File: src/rtl/spi_sram_seq.sv
// SPI-slave sequencer: deserialises command/address/write data from synchronised SCLK strobes,
// drives a req/ack SRAM port and serialises read data, with optional burst auto-increment.
module spi_sram_seq #(
    parameter int               CMD_W     = 8,
    parameter int               ADDR_W    = 8,
    parameter int               DATA_W    = 8,
    parameter logic [CMD_W-1:0] READ_CMD  = 8'h03,
    parameter logic [CMD_W-1:0] WRITE_CMD = 8'h02,
    parameter bit               BURST_EN  = 1'b1
) (
    input  logic              clk,
    input  logic              rst,
    input  logic              cs_n,
    input  logic              sclk_rise,
    input  logic              sclk_fall,
    input  logic              mosi,
    output logic              miso,
    output logic              mem_req,
    output logic              mem_we,
    output logic [ADDR_W-1:0] mem_addr,
    output logic [DATA_W-1:0] mem_wdata,
    input  logic [DATA_W-1:0] mem_rdata,
    input  logic              mem_ack,
    output logic              busy,
    output logic              cmd_err,
    output logic              ovr
);
    localparam int MAX_W = (CMD_W > ADDR_W) ? ((CMD_W > DATA_W) ? CMD_W : DATA_W)
                                            : ((ADDR_W > DATA_W) ? ADDR_W : DATA_W);
    localparam int CNT_W = $clog2(MAX_W + 1);
    localparam logic [CNT_W-1:0] CMD_N  = CNT_W'(CMD_W);
    localparam logic [CNT_W-1:0] ADDR_N = CNT_W'(ADDR_W);
    localparam logic [CNT_W-1:0] DATA_N = CNT_W'(DATA_W);

    typedef enum logic [2:0] {
        S_IDLE, S_CMD, S_ADDR, S_WR_DATA, S_WR_MEM, S_RD_MEM, S_RD_DATA, S_IGNORE
    } state_t;

    state_t             state_q, state_d;
    logic [CNT_W-1:0]   cnt_q, cnt_d, cnt_inc;
    logic [MAX_W-1:0]   sh_q, sh_d, sh_shift;
    logic               rd_q, rd_d;
    logic [ADDR_W-1:0]  addr_q, addr_d;
    logic [DATA_W-1:0]  wdata_q, wdata_d;
    logic [DATA_W-1:0]  tx_q, tx_d;
    logic               miso_q, miso_d;
    logic               req_q, req_d;
    logic               we_q, we_d;
    logic               cmd_err_q, cmd_err_d;
    logic               ovr_q, ovr_d;
    logic               ack_ok;

    always_comb begin
        state_d   = state_q;
        cnt_d     = cnt_q;
        sh_d      = sh_q;
        rd_d      = rd_q;
        addr_d    = addr_q;
        wdata_d   = wdata_q;
        tx_d      = tx_q;
        cmd_err_d = 1'b0;
        ovr_d     = 1'b0;
        cnt_inc   = cnt_q + 1'b1;
        sh_shift  = {sh_q[MAX_W-2:0], mosi};
        ack_ok    = mem_ack & req_q;

        case (state_q)
            S_IDLE: if (!cs_n) begin
                state_d = S_CMD;
                cnt_d   = '0;
            end
            S_CMD: if (cs_n) state_d = S_IDLE;
            else if (sclk_rise) begin
                sh_d  = sh_shift;
                cnt_d = cnt_inc;
                if (cnt_inc == CMD_N) begin
                    cnt_d = '0;
                    if (sh_shift[CMD_W-1:0] == READ_CMD) begin
                        rd_d    = 1'b1;
                        state_d = S_ADDR;
                    end else if (sh_shift[CMD_W-1:0] == WRITE_CMD) begin
                        rd_d    = 1'b0;
                        state_d = S_ADDR;
                    end else begin
                        state_d   = S_IGNORE;
                        cmd_err_d = 1'b1;
                    end
                end
            end
            S_ADDR: if (cs_n) state_d = S_IDLE;
            else if (sclk_rise) begin
                sh_d  = sh_shift;
                cnt_d = cnt_inc;
                if (cnt_inc == ADDR_N) begin
                    cnt_d   = '0;
                    addr_d  = sh_shift[ADDR_W-1:0];
                    state_d = rd_q ? S_RD_MEM : S_WR_DATA;
                end
            end
            S_WR_DATA: if (cs_n) state_d = S_IDLE;
            else if (sclk_rise) begin
                sh_d  = sh_shift;
                cnt_d = cnt_inc;
                if (cnt_inc == DATA_N) begin
                    cnt_d   = '0;
                    wdata_d = sh_shift[DATA_W-1:0];
                    state_d = S_WR_MEM;
                end
            end
            // Memory states hold the request until ack even if the frame ends.
            S_WR_MEM: begin
                ovr_d = sclk_rise;
                if (ack_ok) begin
                    cnt_d = '0;
                    if (cs_n) state_d = S_IDLE;
                    else if (BURST_EN) begin
                        addr_d  = addr_q + 1'b1;
                        state_d = S_WR_DATA;
                    end else state_d = S_IGNORE;
                end
            end
            S_RD_MEM: begin
                ovr_d = sclk_rise;
                if (ack_ok) begin
                    cnt_d   = '0;
                    tx_d    = mem_rdata;
                    state_d = cs_n ? S_IDLE : S_RD_DATA;
                end
            end
            S_RD_DATA: if (cs_n) state_d = S_IDLE;
            else begin
                // The MSB is already on miso after load; the first fall of a word is not a shift.
                if (sclk_fall && cnt_q != '0) tx_d = tx_q << 1;
                if (sclk_rise) begin
                    cnt_d = cnt_inc;
                    if (cnt_inc == DATA_N) begin
                        cnt_d = '0;
                        if (BURST_EN) begin
                            addr_d  = addr_q + 1'b1;
                            state_d = S_RD_MEM;
                        end else state_d = S_IGNORE;
                    end
                end
            end
            S_IGNORE: if (cs_n) state_d = S_IDLE;
            default:  state_d = S_IDLE;
        endcase

        req_d  = (state_d == S_WR_MEM) || (state_d == S_RD_MEM);
        we_d   = (state_d == S_WR_MEM);
        miso_d = (state_d == S_RD_DATA) ? tx_d[DATA_W-1] : 1'b0;
    end

    always_ff @(posedge clk or negedge rst) begin
        if (!rst) begin
            state_q   <= S_IDLE;
            cnt_q     <= '0;
            sh_q      <= '0;
            rd_q      <= 1'b0;
            addr_q    <= '0;
            wdata_q   <= '0;
            tx_q      <= '0;
            miso_q    <= 1'b0;
            req_q     <= 1'b0;
            we_q      <= 1'b0;
            cmd_err_q <= 1'b0;
            ovr_q     <= 1'b0;
        end else begin
            state_q   <= state_d;
            cnt_q     <= cnt_d;
            sh_q      <= sh_d;
            rd_q      <= rd_d;
            addr_q    <= addr_d;
            wdata_q   <= wdata_d;
            tx_q      <= tx_d;
            miso_q    <= miso_d;
            req_q     <= req_d;
            we_q      <= we_d;
            cmd_err_q <= cmd_err_d;
            ovr_q     <= ovr_d;
        end
    end

    assign miso      = miso_q;
    assign mem_req   = req_q;
    assign mem_we    = we_q;
    assign mem_addr  = addr_q;
    assign mem_wdata = wdata_q;
    assign busy      = (state_q != S_IDLE);
    assign cmd_err   = cmd_err_q;
    assign ovr       = ovr_q;
endmodule

File: config.mk
export PLATFORM = sky130hd
export DESIGN_NAME = spi_sram_seq
export DESIGN_NICKNAME = d
export VERILOG_FILES = /design/src/rtl/spi_sram_seq.sv
export SDC_FILE = /design/constraint.sdc
export NUM_CORES = 1
export LEC_CHECK = 0
export ABC_AREA = 1
export BUFFER_PORTS_ARGS = -buffer_cell sky130_fd_sc_hd__buf_4
export CAP_MARGIN = 20
export CORE_ASPECT_RATIO = 0.5
export CORE_UTILIZATION = 60
export DETAILED_ROUTE_END_ITERATION = 8
export GPL_ROUTABILITY_DRIVEN = 0
export GPL_TIMING_DRIVEN = 0
export PLACE_DENSITY = 0.94
export SETUP_SLACK_MARGIN = 0.02
export SLEW_MARGIN = 5
export SYNTH_ARGS = -nofsm -noshare
export SYNTH_HDL_FRONTEND = slang
export SYNTH_SLANG_ARGS = --single-unit
File: constraint.sdc
create_clock -name clk -period 4.4 [get_ports clk]
set_input_delay 0.22 -clock clk [delete_from_list [all_inputs] [get_ports clk]]
set_output_delay 0.22 -clock clk [all_outputs]
set_load 0.02 [all_outputs]
==> flow_summary.yaml, run 1 <==
run_status:
  status: "finished, final reports clean"
synthesis:
  synth_fp_nets: 309
  syn_area_per_cell_um2: 7.92
  ys_seq_area_share_pct: 47.7
  synth_cell_types: 33
  ys_seq_elements: 44
  synth.area.top_cells: "dfrtp_1, nand2_1, inv_1, nor2_1, o21ai_0"
  postSynthCellCount: 291
  yosys_warnings: 0
  netlist_area_um2: 2310
  yosys.area.top_type_share_pct: 47.7
  yosys.area.top_type: "dfrtp_1"
clock_tree:
  cts_tree: "yes"
  cts_made_buffers: 5
  cts.clk_slew.worst_paths_ns: 0.09
  cts_resized: 0
  cts.sinks: 44
  cts_max_level: 2
  clk_latency_ns: 0.30
  clockBufferDepth: 2
  cts-root-buf: "clkbuf_8"
setup_path:
  worstPathMaxFanout: 7
  crit_type: "flop to flop"
  cp-end-kind: "flop"
  crit_arrival_ns: 2.07
  required_ns: 4.59
  ff2ff_path_depth: 9
  start_kind: "flop"
timing:
  rsz0062_at_grt: "false"
  min_period_over_period_pct: 42.7
  worst_pin_slew_ns: 0.546
  fmax_mhz: 532
  period_needed_ns: 1.88
  setup_tns_ns: 0
  final_hold_viol_count: 0
  setup_viol: 0
  slew_viol_final: 0
  clock_skew_ns: 0.00754
  slew_headroom_pct: 63.6
global_route:
  grt_max_degree: 45
  grt_pass1_wl_um: 9100
  grt_antenna_before_repair: 0
  gr-total-overflow: 0
  grt_pass1_vias: 2074
  gr-usage-all-layers_pct: 30.3
min_path:
  whs_path_depth: 3
  hp-class: "input pin to flop"
detailed_routing:
  drc: 0
  vias: 2260
  drt_iter0_drc: 163
  vias_per_cell: 5.84
  detail-route-antenna-nets: 0
  firstDrtPassIters: 5
  wl_per_cell_um: 15.0
  wirelength_um: 5800
die:
  start_util_pct: 65.0
  dieArea_um2: 4110
  coreArea_um2: 3550
  fp.dieW_um: 89.7
  rows: 15
  pin_count: 37
  die_h_um: 45.8
layout:
  drive_gt1_share_pct: 18.5
  area_growth_syn_to_layout_pct: 19.8
  diodes: 0
  nets: 353
  fillers: 224
power:
  vdd_drop_max_uv: 279
  power.leakage_nw: 1.42
  power.total_mw: 1.61
  p_per_area_nw_per_um2: 583
place:
  port_buffers: 36
  dp_hpwl_um: 4000
job:
  maxCapViolations: 0
## critical path: stages (launching register included)
cell	delay [ns]
dfrtp_1	0.46
inv_2	0.11
nand2_1	0.12
inv_1	0.12
nand2_2	0.14
nor2_4	0.22
inv_1	0.08
a21oi_1	0.16
o21ai_2	0.14
a22o_1	0.22
## sequential cells by signal, indices dropped and copies added (netlist names), 3 cells and up
name,count
tx_q,8
mem_addr,8
cnt_q,4
sh_q,7
mem_wdata,8
state_q,3
## area by class of cell
type	count	area [um2]	area share, %
buffer	6	31.3	1.13
multi-input combinational	207	1050	37.9
clock inverter	3	42.5	1.54
tap	51	63.8	2.31
clock buffer	5	68.8	2.49
sequential	44	1100	39.9
inverter	34	128	4.62
timing repair buffer	37	280	10.1
## cell families after synthesis
group | after synthesis | share of synthesized area [%]
AO/OA/AOI/OAI | 50 | 12.9
XOR/XNOR | 5 | 1.90
adder cells (fa/ha/maj) | 3 | 1.63
buffers and inverters | 40 | 6.89
flip-flops | 44 | 47.7
multiplexers | 2 | 0.868
AND/OR/NAND/NOR | 147 | 28.1
## synthesized netlist by cell type
library cell   n
a2111oi_0      1
a21oi_1       12
a22o_1         1
a32oi_1        5
and2_1         1
buf_2          1
buf_4          2
clkbuf_1       3
dfrtp_1       44
ha_1           3
inv_1         31
inv_2          3
mux2i_1        2
nand2_1       81
nand2_2        1
nand2_4        1
nand3_1       18
nand4_1        5
nand4_2        1
nor2_1        28
nor2_2         2
nor2_4         1
nor3_1         5
nor3_2         1
nor3_4         1
nor4_1         1
o21ai_0       20
o21ai_1        5
o21ai_2        4
o22a_1         1
o22ai_1        1
xnor2_1        3
xor2_1         2
## metal layers
metal	up-vias	share of wire, %	GRT usage [%]
met2	121	51	52.3
met3	29	6.3	6.70
met4	0	3.0	16.5
met1	1067	40	36.2
li1	1043	-	-
met5	-	0	0
## layout by cell type (no fill, tap or decap)
| cell | n |
|---|---|
| xor2_1 | 2 |
| nor3_1 | 5 |
| clkinvlp_4 | 1 |
| nor3_4 | 1 |
| a32oi_1 | 5 |
| mux2i_1 | 2 |
| nand2_2 | 1 |
| dfrtp_1 | 44 |
| clkinv_2 | 1 |
| ha_1 | 3 |
| a22o_1 | 1 |
| o21ai_2 | 4 |
| inv_1 | 31 |
| clkbuf_1 | 3 |
| nor2_4 | 1 |
| nand4_1 | 5 |
| a2111oi_0 | 1 |
| buf_4 | 38 |
| clkbuf_8 | 5 |
| nand3_1 | 18 |
| o21ai_0 | 20 |
| nor2_1 | 28 |
| xnor2_1 | 3 |
| nand2_4 | 1 |
| nor3_2 | 1 |
| nor4_1 | 1 |
| inv_2 | 3 |
| o22ai_1 | 1 |
| nor2_2 | 2 |
| a21oi_1 | 12 |
| nand2_1 | 81 |
| buf_2 | 1 |
| o22a_1 | 1 |
| and2_1 | 1 |
| o21ai_1 | 5 |
| bufinv_16 | 1 |
| nand4_2 | 1 |
| dlygate4sd3_1 | 1 |
## what timing repair did
item,4_1_cts,5_1_grt
hold endpoints to repair,44,0
hold buffers,1,0
setup buffers,0,0
## stage by stage
step | area [um2] | std cells | util, % | hold slack, ns | worst slack (ns)
CTS | 2760 | 387 | 77.8 | 0.117 | 2.55
finish | 2760 | 387 | 77.8 | 0.117 | 2.52
detailed placement | 2640 | 378 | 74.4 | 0.239 | 2.58
global route | 2760 | 387 | 77.8 | 0.130 | 2.43
global placement | 2640 | 378 | 74.4 | 0.233 | 2.66
floorplan | 2310 | 291 | - | -0.0756 | 2.82
## path summary, 6_finish.rpt
check                                          start                   end  slack [ns]
worst max register to register  state_q[0]$_DFF_PN0_   tx_q[0]$_DFFE_PN0P_        2.52
min in group asynchronous                        rst  state_q[1]$_DFF_PN0_        0.45
worst min register to register   tx_q[3]$_DFFE_PN0P_   tx_q[3]$_DFFE_PN0P_        0.48
max in group asynchronous                        rst      rd_q$_DFFE_PN0P_        3.58
worst min-delay path                    mem_rdata[2]   tx_q[2]$_DFFE_PN0P_        0.12
worst max-delay path            state_q[0]$_DFF_PN0_   tx_q[0]$_DFFE_PN0P_        2.52
## report_power, final
| part | leakage, nW | internal, mW | switching (mW) |
|---|---|---|---|
| Clock | 0.0541 | 0.168 | 0.149 |
| Sequential | 0.593 | 0.509 | 0.0995 |
| Combinational | 0.769 | 0.242 | 0.443 |
(Power assumes the default switching activity.)
==> run 2: changes to the inputs <==
--- a/config.mk
+++ b/config.mk
@@ -5,15 +5,15 @@
 export SDC_FILE = /design/constraint.sdc
 export NUM_CORES = 1
 export LEC_CHECK = 0
-export ABC_AREA = 1
+export ABC_AREA = 0
 export BUFFER_PORTS_ARGS = -buffer_cell sky130_fd_sc_hd__buf_4
 export CAP_MARGIN = 20
 export CORE_ASPECT_RATIO = 0.5
-export CORE_UTILIZATION = 60
+export CORE_UTILIZATION = 50
 export DETAILED_ROUTE_END_ITERATION = 8
 export GPL_ROUTABILITY_DRIVEN = 0
 export GPL_TIMING_DRIVEN = 0
-export PLACE_DENSITY = 0.94
+export PLACE_DENSITY = 0.85
 export SETUP_SLACK_MARGIN = 0.02
 export SLEW_MARGIN = 5
 export SYNTH_ARGS = -nofsm -noshare
==> constraint.sdc (replaced) <==
create_clock -name clk -period 1.65 [get_ports clk]
set_input_delay 0.0825 -clock clk [delete_from_list [all_inputs] [get_ports clk]]
set_output_delay 0.0825 -clock clk [all_outputs]
set_load 0.02 [all_outputs]
==> run 2 against run 1 <==
Compared with the run above: flip-flop and latch count did not move; the flow now finishes with violations (negative hold slack, negative setup slack); via count fell by 4.7%; first-iteration DRC count rose by 50%; cell count fell by 12%; final area rose by 13%; wire length rose by 18%; utilization fell by 1.8 points; count of clock-buffer cells in the layout did not move; power rose by 65%; synthesized area fell by 2.3%; sequential power rose by 120%; die area rose by 17%.
==> flow_summary.yaml, run 2 <==
run_status:
  status: "finished, violations left"
  violations: "negative hold slack, negative setup slack"
layout:
  nets: 302
  finalInstanceArea_um2: 3120
  area_growth_syn_to_layout_pct: 38.6
  mostFrequentLayoutCell: "buf_4"
  fillers: 217
  final_cell_mix: "buf_4, dfrtp_1, nand2_1, mux2_2, nor2_1"
  diodes: 0
  drive_gt1_share_pct: 46.3
timing:
  min_period_over_period_pct: 118
  finalWorstSetupSlack_ns: -0.293
  period_needed_ns: 1.94
  final_hold_viol_count: 1
  worst_hold_slack_ns: -0.000910
  worst_pin_slew_ns: 0.627
  rsz0062_at_grt: "true"
  setup_tns_ns: -4.48
  fmax_mhz: 515
  clock_skew_ns: 0.00937
  slew_headroom_pct: 58.2
  slew_viol_final: 0
  setup_viol: 33
die:
  pin_count: 37
  die_h_um: 49.5
  start_util_pct: 54.9
  dieArea_um2: 4790
  fp.dieW_um: 96.9
  coreArea_um2: 4100
  rows: 16
setup_path:
  path_cells: "a21bo_4, a211o_1, buf_6, a211oi_4, mux2i_1, o21ai_2"
  required_ns: 1.84
  worstPathMaxFanout: 7
  r2r-end: "mem_addr[0]$_DFFE_PN0P_"
  cp_slowest_cell: "dfrtp_2"
  cp.buffers_inverters: 1
  crit_arrival_ns: 2.14
  crit_type: "flop to flop"
  critPathTopFamily: "compound AO/OA/AOI/OAI gates"
  max_stage_delay_ns: 0.48
  ff2ff_path_depth: 6
  r2r_start: "cnt_q[0]$_DFFE_PN0P_"
  reg2reg_slack_ns: -0.29
  cp-end-kind: "flop"
  start_kind: "flop"
synthesis:
  syn_area_per_cell_um2: 10.1
  yosys_warnings: 0
  synthFlopType: "dfrtp_1"
  yosys.area.top_type: "dfrtp_1"
  ys_seq_elements: 44
  synth.most_common_cell: "dfrtp_1"
  synth.area.top_cells: "dfrtp_1, mux2_2, nand2_1, a22oi_1, a21oi_1"
  synth_edf_count: 0
  synth_fp_nets: 240
  synth_cell_types: 51
  postSynthCellCount: 222
  ys_seq_area_share_pct: 48.9
  yosys.area.top_type_share_pct: 48.9
  netlist_area_um2: 2250
  synthTopCellsByCount: "dfrtp_1, nand2_1, mux2_2"
  async_flop_share_pct: 100
power:
  power.total_mw: 2.65
  vdd_drop_max_uv: 480
  p_per_area_nw_per_um2: 850
  power.leakage_nw: 1.49
global_route:
  grt_antenna_before_repair: 0
  gr-usage-all-layers_pct: 26.0
  grt_pass1_wl_um: 9580
  grt_max_degree: 45
  grt_pass1_vias: 1968
  gr-total-overflow: 0
detailed_routing:
  firstDrtPassIters: 5
  vias: 2154
  drt_iter0_drc: 244
  vias_per_cell: 6.35
  detail-route-antenna-nets: 0
  drc: 0
  wirelength_um: 6820
  wl_per_cell_um: 20.1
min_path:
  hp-class: "input pin to flop"
  hold_end: "tx_q[0]$_DFFE_PN0P_"
  whs_path_depth: 3
  worstHoldStart: "mem_rdata[0]"
clock_tree:
  cts.sinks: 44
  cts_made_buffers: 5
  cts_max_level: 2
  cts.clk_slew.worst_paths_ns: 0.09
  cts_tree: "yes"
  clockBufferDepth: 2
  cts-root-buf: "clkbuf_8"
  clk_latency_ns: 0.31
place:
  dpl_cell_area_um2: 2620
  port_buffers: 35
  dp_hpwl_um: 3670
  dp_slack_ns: -0.288
job:
  maxCapViolations: 0
run 2: cell types whose count changed in the layout (fill, tap and decap cells not counted), sizes merged, moves of 7 or more:
cell   before  now
a22oi       0    7
buf        39   60
inv        34    7
mux2        0   16
nand2      83   31
nand3      18    6
nor2       31   13
o21ai      29   16
run 2: timing repair:
| action | in CTS | in global routing |
|---|---|---|
| pin swaps | 20 | 15 |
| gates resized for setup | 30 | 32 |
| endpoints found under the setup margin | 39 | 43 |
| buffers inserted | 15 | 6 |
| cloned | 1 | 0 |
| hold endpoints to repair | 44 | 0 |
| hold buffers | 1 | 0 |
run 2: worst max-delay path by stage:
stage                    startpoint  cells after the start                 endpoint
5_1_grt        state_q[0]$_DFF_PN0_                      7        mem_req$_DFF_PN0_
2_1_floorplan  cnt_q[0]$_DFFE_PN0P_                      8           miso$_DFF_PN0_
3_3_place_gp   cnt_q[0]$_DFFE_PN0P_                      8           miso$_DFF_PN0_
6_report       cnt_q[0]$_DFFE_PN0P_                      6  mem_addr[0]$_DFFE_PN0P_
4_1_cts        cnt_q[0]$_DFFE_PN0P_                      8           miso$_DFF_PN0_
3_5_place_dp   cnt_q[1]$_DFFE_PN0P_                      8           miso$_DFF_PN0_
run 2: cells by family after synthesis:
group / synth area share (%)
adders and majority gates: 1.67
DFF: 48.9
and+or+nand+nor: 19.4
muxes: 9.33
AOI/OAI and AO/OA: 17.3
buffers and inverters: 3.39
run 2: cell type report:
| type | instances | area (um2) | share of cell area (%) |
|---|---|---|---|
| Buffer | 7 | 48.8 | 1.56 |
| Timing Repair Buffer | 58 | 468 | 15.0 |
| Clock inverter | 3 | 42.5 | 1.36 |
| Multi-Input combinational cell | 161 | 1290 | 41.5 |
| Sequential cell | 44 | 1100 | 35.4 |
| Tap cell | 54 | 67.6 | 2.16 |
| Inverter | 7 | 26.3 | 0.842 |
| Clock buffer | 5 | 68.8 | 2.20 |
run 2: through the flow:
stage	instances	utilization (%)
6_report	339	76.1
5_1_grt	339	76.1
4_1_cts	336	72.4
3_5_place_dp	311	63.7
3_3_place_gp	311	63.7
2_1_floorplan	222	-
run 2: tightest hold or removal path: stages:
cell	delay, ns
buf_4	0.08
nand2_1	0.04
o21ai_0	0.07
run 2: per-layer routing:
metal,GRT usage (%),up-vias,routed length [um]
li1,-,921,-
met1,34.4,1032,2650
met2,42.3,155,3120
met3,5.67,46,673
met4,10.4,0,380
met5,0,-,0
run 2: where the power goes:
part | internal, mW | total (mW) | switching [mW] | leakage (nW)
clock network | 0.448 | 0.839 | 0.391 | 0.0541
logic | 0.219 | 0.456 | 0.237 | 0.847
registers | 1.17 | 1.36 | 0.185 | 0.592
